<file path="src/rtl/uart_tx_core_pkg.sv">
// Shared types and helpers for the 8N1 UART transmitter.
package uart_pkg;

  localparam int UART_DATA_W = 8;

  typedef enum logic [1:0] {
    IDLE,
    START,
    DATA,
    STOP
  } uart_tx_state_e;

  // Clocks per bit, rounded to the nearest integer.
  function automatic int uart_div(int clk_hz, int baud);
    return (clk_hz + baud / 2) / baud;
  endfunction

endpackage

</file>
<file path="src/rtl/uart_tx_core_if.sv">
// Byte-stream valid/ready handshake into the UART transmitter.
interface uart_tx_core_if;
  import uart_pkg::*;

  logic [UART_DATA_W-1:0] tx_data;
  logic                   tx_valid;
  logic                   tx_ready;

  modport master (output tx_data, output tx_valid, input tx_ready);
  modport slave  (input tx_data, input tx_valid, output tx_ready);

endinterface

</file>
<file path="src/rtl/uart_tx_fifo.sv">
// Synchronous show-ahead byte FIFO with registered full/empty flags.
module uart_tx_fifo
  import uart_pkg::*;
#(
  parameter int DEPTH = 4,
  parameter int WIDTH = UART_DATA_W
) (
  input  logic                     clk,
  input  logic                     rst,
  input  logic                     wr_en,
  input  logic [WIDTH-1:0]         wr_data,
  input  logic                     rd_en,
  output logic [WIDTH-1:0]         rd_data,
  output logic                     full,
  output logic                     empty,
  output logic [$clog2(DEPTH):0]   level
);

  localparam int AW = $clog2(DEPTH);

  // Pointers carry one extra wrap bit to tell full from empty.
  logic [AW:0]      wr_ptr, rd_ptr;
  logic [AW:0]      wr_ptr_nxt, rd_ptr_nxt;
  logic [WIDTH-1:0] mem [DEPTH];
  logic             push, pop;

  assign push = wr_en & ~full;
  assign pop  = rd_en & ~empty;

  // Next pointer values, shared by the pointer and flag registers.
  always_comb begin
    // NOTE: every always_comb output gets a value on every path, otherwise a latch is inferred.
    wr_ptr_nxt = wr_ptr + (AW + 1)'(push);
    rd_ptr_nxt = rd_ptr + (AW + 1)'(pop);
  end

  // Pointers and registered full/empty flags.
  always_ff @(posedge clk) begin
    // NOTE: sequential state uses non-blocking assignments so all registers update together.
    if (rst) begin
      wr_ptr <= '0;
      rd_ptr <= '0;
      empty  <= 1'b1;
      full   <= 1'b0;
    end else begin
      wr_ptr <= wr_ptr_nxt;
      rd_ptr <= rd_ptr_nxt;
      empty  <= (wr_ptr_nxt == rd_ptr_nxt);
      full   <= (wr_ptr_nxt[AW] != rd_ptr_nxt[AW]) &&
                (wr_ptr_nxt[AW-1:0] == rd_ptr_nxt[AW-1:0]);
    end
  end

  // Storage write port.
  always_ff @(posedge clk) begin
    // NOTE: the storage array is not reset; the pointers alone define which entries are valid.
    if (push) mem[wr_ptr[AW-1:0]] <= wr_data;
  end

  assign rd_data = mem[rd_ptr[AW-1:0]];
  assign level   = wr_ptr - rd_ptr;

endmodule

</file>
<file path="src/rtl/uart_tx_core.sv">
// 8N1 UART transmitter: FIFO-buffered bytes serialised LSB first, frames back-to-back.
module uart_tx_core
  import uart_pkg::*;
#(
  parameter int CLK_FREQ_HZ = 100_000_000,
  parameter int BAUDRATE    = 115200,
  parameter int FIFO_DEPTH  = 4
) (
  input  logic                          clk,
  input  logic                          rst,
  uart_tx_core_if.slave                 tx,
  output logic                          txd,
  output logic                          busy,
  output logic [$clog2(FIFO_DEPTH):0]   fifo_level
);

  localparam int DIV   = uart_div(CLK_FREQ_HZ, BAUDRATE);
  localparam int CNT_W = $clog2(DIV);
  localparam logic [CNT_W-1:0] BAUD_LAST = CNT_W'(DIV - 1);

  if (DIV < 2) begin : g_bad_div
    $fatal(1, "uart_tx_core: divisor %0d is below 2", DIV);
  end
  if ((FIFO_DEPTH < 2) || ((FIFO_DEPTH & (FIFO_DEPTH - 1)) != 0)) begin : g_bad_depth
    $fatal(1, "uart_tx_core: FIFO_DEPTH %0d is not a power of two >= 2", FIFO_DEPTH);
  end

  uart_tx_state_e         state;
  logic [CNT_W-1:0]       baud_cnt;
  logic [2:0]             bit_cnt;
  logic [UART_DATA_W-1:0] shift;
  logic [UART_DATA_W-1:0] fifo_head;
  logic                   fifo_full, fifo_empty, fifo_rd;
  logic                   baud_last;

  assign baud_last   = (baud_cnt == BAUD_LAST);
  // Pop from IDLE, or at the last clock of a stop bit so the next start bit follows at once.
  assign fifo_rd     = ~fifo_empty & ((state == IDLE) | ((state == STOP) & baud_last));
  assign tx.tx_ready = ~fifo_full;
  assign busy        = (state != IDLE) | (fifo_level != '0);

  uart_tx_fifo #(
    .DEPTH (FIFO_DEPTH),
    .WIDTH (UART_DATA_W)
  ) u_fifo (
    .clk     (clk),
    .rst     (rst),
    .wr_en   (tx.tx_valid),
    .wr_data (tx.tx_data),
    .rd_en   (fifo_rd),
    .rd_data (fifo_head),
    .full    (fifo_full),
    .empty   (fifo_empty),
    .level   (fifo_level)
  );

  // Frame sequencer: state, baud counter, bit counter and shift register.
  always_ff @(posedge clk) begin
    if (rst) begin
      state    <= IDLE;
      baud_cnt <= '0;
      bit_cnt  <= '0;
      shift    <= '0;
    end else begin
      baud_cnt <= ((state == IDLE) || baud_last) ? '0 : baud_cnt + CNT_W'(1);
      case (state)
        IDLE: begin
          if (fifo_rd) begin
            shift <= fifo_head;
            state <= START;
          end
        end
        START: begin
          if (baud_last) begin
            bit_cnt <= '0;
            state   <= DATA;
          end
        end
        DATA: begin
          if (baud_last) begin
            shift   <= shift >> 1;
            bit_cnt <= bit_cnt + 3'd1;
            if (bit_cnt == 3'd7) state <= STOP;
          end
        end
        STOP: begin
          if (baud_last) begin
            if (fifo_rd) begin
              shift <= fifo_head;
              state <= START;
            end else begin
              state <= IDLE;
            end
          end
        end
        default: state <= IDLE;
      endcase
    end
  end

  // Registered line driver, one clock behind the sequencer state.
  always_ff @(posedge clk) begin
    if (rst) begin
      txd <= 1'b1;
    end else begin
      case (state)
        START:   txd <= 1'b0;
        DATA:    txd <= shift[0];
        default: txd <= 1'b1;
      endcase
    end
  end

endmodule

</file>
<file path="src/flat_wrapper.sv">
// flat-port wrapper written by rule: the top's interface ports become plain ports
module uart_tx_core_flat import uart_pkg::*;
#(
  parameter int CLK_FREQ_HZ = 100_000_000,
  parameter int BAUDRATE    = 115200,
  parameter int FIFO_DEPTH  = 4
)
  (clk, rst, txd, busy, fifo_level, tx_tx_data, tx_tx_valid, tx_tx_ready);
  uart_tx_core_if tx_i ();
  input  logic clk;
  input  logic rst;
  output logic txd;
  output logic busy;
  output logic [$clog2(FIFO_DEPTH):0] fifo_level;
  input wire logic [$bits(tx_i.tx_data)-1:0] tx_tx_data;
  input wire logic [$bits(tx_i.tx_valid)-1:0] tx_tx_valid;
  output wire logic [$bits(tx_i.tx_ready)-1:0] tx_tx_ready;
  assign tx_i.tx_data = tx_tx_data;
  assign tx_i.tx_valid = tx_tx_valid;
  assign tx_tx_ready = tx_i.tx_ready;
  uart_tx_core #(.CLK_FREQ_HZ(CLK_FREQ_HZ), .BAUDRATE(BAUDRATE), .FIFO_DEPTH(FIFO_DEPTH)) u_core (.clk(clk), .rst(rst), .tx(tx_i), .txd(txd), .busy(busy), .fifo_level(fifo_level));
endmodule
</file>
<file path="config.mk">
export PLATFORM = sky130hd
export DESIGN_NAME = uart_tx_core_flat
export DESIGN_NICKNAME = d
export VERILOG_FILES = /design/src/rtl/uart_tx_core_pkg.sv /design/src/rtl/uart_tx_core_if.sv /design/src/rtl/uart_tx_fifo.sv /design/src/rtl/uart_tx_core.sv /design/src/flat_wrapper.sv
export SDC_FILE = /design/constraint.sdc
export NUM_CORES = 1
export LEC_CHECK = 0
export ABC_AREA = 1
export CAP_MARGIN = 30
export CORE_MARGIN = 4
export CORE_UTILIZATION = 59
export CTS_CLUSTER_DIAMETER = 100
export DETAILED_ROUTE_END_ITERATION = 8
export PLACE_DENSITY = 0.76
export SLEW_MARGIN = 15
export SYNTH_ARGS = -nofsm -noshare
export SYNTH_HDL_FRONTEND = slang
export SYNTH_HIERARCHICAL = 1
export SYNTH_SLANG_ARGS = --single-unit
</file>
<file path="constraint.sdc">
create_clock -name clk -period 2.2 [get_ports clk]
set_input_delay 0.33 -clock clk [delete_from_list [all_inputs] [get_ports clk]]
set_output_delay 0.33 -clock clk [all_outputs]
set_load 0.005 [all_outputs]
</file>
==> reports/metrics.yaml <==
rr_startpoint: "u_core/baud_cnt[0]$_SDFF_PP0_"
synth_common_cells: "77 x nand2_1, 35 x inv_1, 34 x nor2_1, 32 x dfxtp_1, 32 x edfxtp_1"
drive_above_1_share: 0.187
postSynthCellCount: 325
clock_skew_ps: 8.64
crit_path_start_kind: "register"
final_antenna_net_count: 0
ys.flop_type: "edfxtp_1"
leakagePower_uw: 0.00139
route.met3.wl_um: 247
fin_crit_ps: 2230
grt_start_max_net_pins: 19
period_share: 1.01
powerDensity_mw_per_mm2: 978
wl_met2_mm: 2.82
vias: 2233
worstHoldStart: "u_core/baud_cnt[0]$_SDFF_PP0_"
antenna_cells: 0
die-height_um: 79.1
num_rows: 25
synth_edf_count: 32
yosysWarnings: 6
tritoncts: "built"
numCtsBuffers: 9
synth.area.top_cells: "edfxtp_1 32%, dfxtp_1 21%, nand2_1 9.7%, ha_1 5.9%, inv_1 4.4%"
rrSetupSlack_ps: 170
final_area_mm2: 0.00354
max_cap_viol_count: 0
tightest_slew_ps: 393
hold_ws_ps: 453
hold_class: "register to register"
core-area_mm2: 0.00482
cts-htree-levels: 3
slew_headroom: 0.738
syn_to_final_growth_pct: 18.7
clkSlewWorstSetupHoldPaths_ps: 70
async_reset_ff_frac: 0
slew_viol_final: 0
status: "finished with violations"
root_buffer: "clkbuf_8"
setup_viol: 1
yosysSeqAreaShare: 0.537
crit_start: "u_core/u_fifo/wr_ptr[0]$_SDFF_PP0_"
end_kind: "primary output"
synth_cell_type_count: 35
synth_most_common_cell: "nand2_1"
cts_buffer_depth: 2
irDropWorstVdd_uv: 572
synth_top_area_frac: 0.322
holdPathEnd: "u_core/baud_cnt[0]$_SDFF_PP0_"
port_buffers: 16
p_total_uw: 3460
place_congestion: 0.847
top_layer_used: "met4"
vias_per_cell: 5.12
grt_pass1_wl_mm: 9.99
fmax_mhz: 449
dpl_cell_area_mm2: 0.00329
gr-total-overflow: 0
syn_nets: 351
violations: "negative setup slack"
nNetsFinal: 390
crit_required_ps: 1870
grt_pass1_vias: 2303
dieWidth_um: 79.1
syn_avg_cell_area_um2: 9.17
n_fill_cell: 386
setup_slack_ps: -28.3
critPathKind: "register to primary output"
ys_ff_latch: 64
drt_iter0_markers: 139
hpwl_mm: 3.81
drc: 0
clk_latency_ps: 340
grtUsageTotal: 0.210
yosysTopAreaCell: "edfxtp_1"
critPathMaxFanout: 2
io_pins: 17
hold_depth: 1
cts.sinks: 64
dieArea_mm2: 0.00625
wirelength_mm: 5.77
wl_per_cell_um: 13.2
hold_viol_final: 0
ff2ff_path_depth: 17
antenna_found_initial: 0
dr.pass1.iters: 4
place_ws_ps: -81.0
start_util: 0.619
rsz0062_at_grt: "true"
worstPathArrival_ps: 1900
synth_area_mm2: 0.00298
m1WireLength_mm: 2.61
reg2reg_to: "u_core/u_fifo/empty$_SDFF_PP1_"
==> worst max path at each step <==
| stage | cells past startpoint | endpoint | slack [ps] |
|---|---|---|---|
| floorplan | 16 | u_core/u_fifo/full$_SDFF_PP0_ | 220 |
| global placement | 8 | busy | -30 |
| detailed placement | 8 | busy | -80 |
| CTS | 8 | busy | -100 |
| global route | 8 | busy | -120 |
| finish | 8 | busy | -30 |
==> layout by cell type (no fill, tap or decap), types with 3 or more instances in the layout <==
master / n
nor2_2: 6
clkbuf_8: 9
edfxtp_1: 32
dfxtp_2: 3
nand2_1: 77
a21oi_1: 17
inv_2: 5
buf_4: 17
nor2_1: 33
nor3_1: 7
o21ai_1: 3
o21ai_0: 15
nand2_2: 4
inv_1: 31
clkdlybuf4s50_1: 13
ha_1: 10
o22ai_1: 8
nand3_1: 13
dfxtp_1: 28
==> layout make-up <==
| class | instances | area, um2 | share of cell area |
|---|---|---|---|
| Clock buffer | 10 | 128 | 0.0361 |
| Clock inverter | 6 | 60.1 | 0.0170 |
| Inverter | 36 | 135 | 0.0382 |
| Multi-Input combinational cell | 220 | 1240 | 0.351 |
| Sequential cell | 64 | 1610 | 0.455 |
| Tap cell | 67 | 83.8 | 0.0237 |
| Timing Repair Buffer | 33 | 280 | 0.0792 |
==> registers in the layout, indices dropped and copies added (netlist names) <==
register	cells
u_core/txd	1
u_core/shift	8
u_core/u_fifo/wr_ptr	3
u_core/u_fifo/empty	1
u_core/baud_cnt	10
u_core/u_fifo/rd_ptr	3
u_core/state	2
u_core/bit_cnt	3
u_core/u_fifo/full	1
u_core/u_fifo/mem	32
==> through the flow <==
stage,setup TNS [ps],cells,util
finish,-28.3,436,0.735
global route,-219,436,0.735
CTS,-118,434,0.725
detailed placement,-81.0,418,0.683
global placement,-34.8,418,0.683
floorplan,0,325,-
==> report_power, final <==
part           switching [uW]  leakage, uW  internal (uW)
Combinational             655     0.000743            410
Sequential               61.9     0.000556           1380
Clock                     441    0.0000937            517
==> worst max-delay path: stages (launching register included) <==
cell and delay [ps]:
dfxtp_2 330, inv_2 50, ha_4 150, fa_2 370, xnor2_2 160, xor2_1 150, nor3_1 170, nand2_1 70
buf_2 130
==> logic make-up (layout without fill, tap and decap cells) <==
| group | count (synthesis) | after routing | synth area share |
|---|---|---|---|
| DFF | 64 | 64 | 0.537 |
| buffers and inverters | 41 | 85 | 0.0613 |
| adders and majority gates | 15 | 15 | 0.0655 |
| and+or+nand+nor | 153 | 153 | 0.234 |
| AOI/OAI and AO/OA | 49 | 49 | 0.0932 |
| xor gates and xnor gates | 3 | 3 | 0.00882 |
==> metal layers <==
metal  track usage  vias up
met5             0        -
met4         0.110        0
met3        0.0612        9
met1         0.243     1029
li1              -     1149
met2         0.350       46
==> repair_timing <==
action,in CTS,in global routing
gates resized for setup,13,12
hold buffers,0,0
buffers inserted,0,2
pin swaps,6,5
setup endpoints to repair,3,5
(Power assumes the default switching activity.)
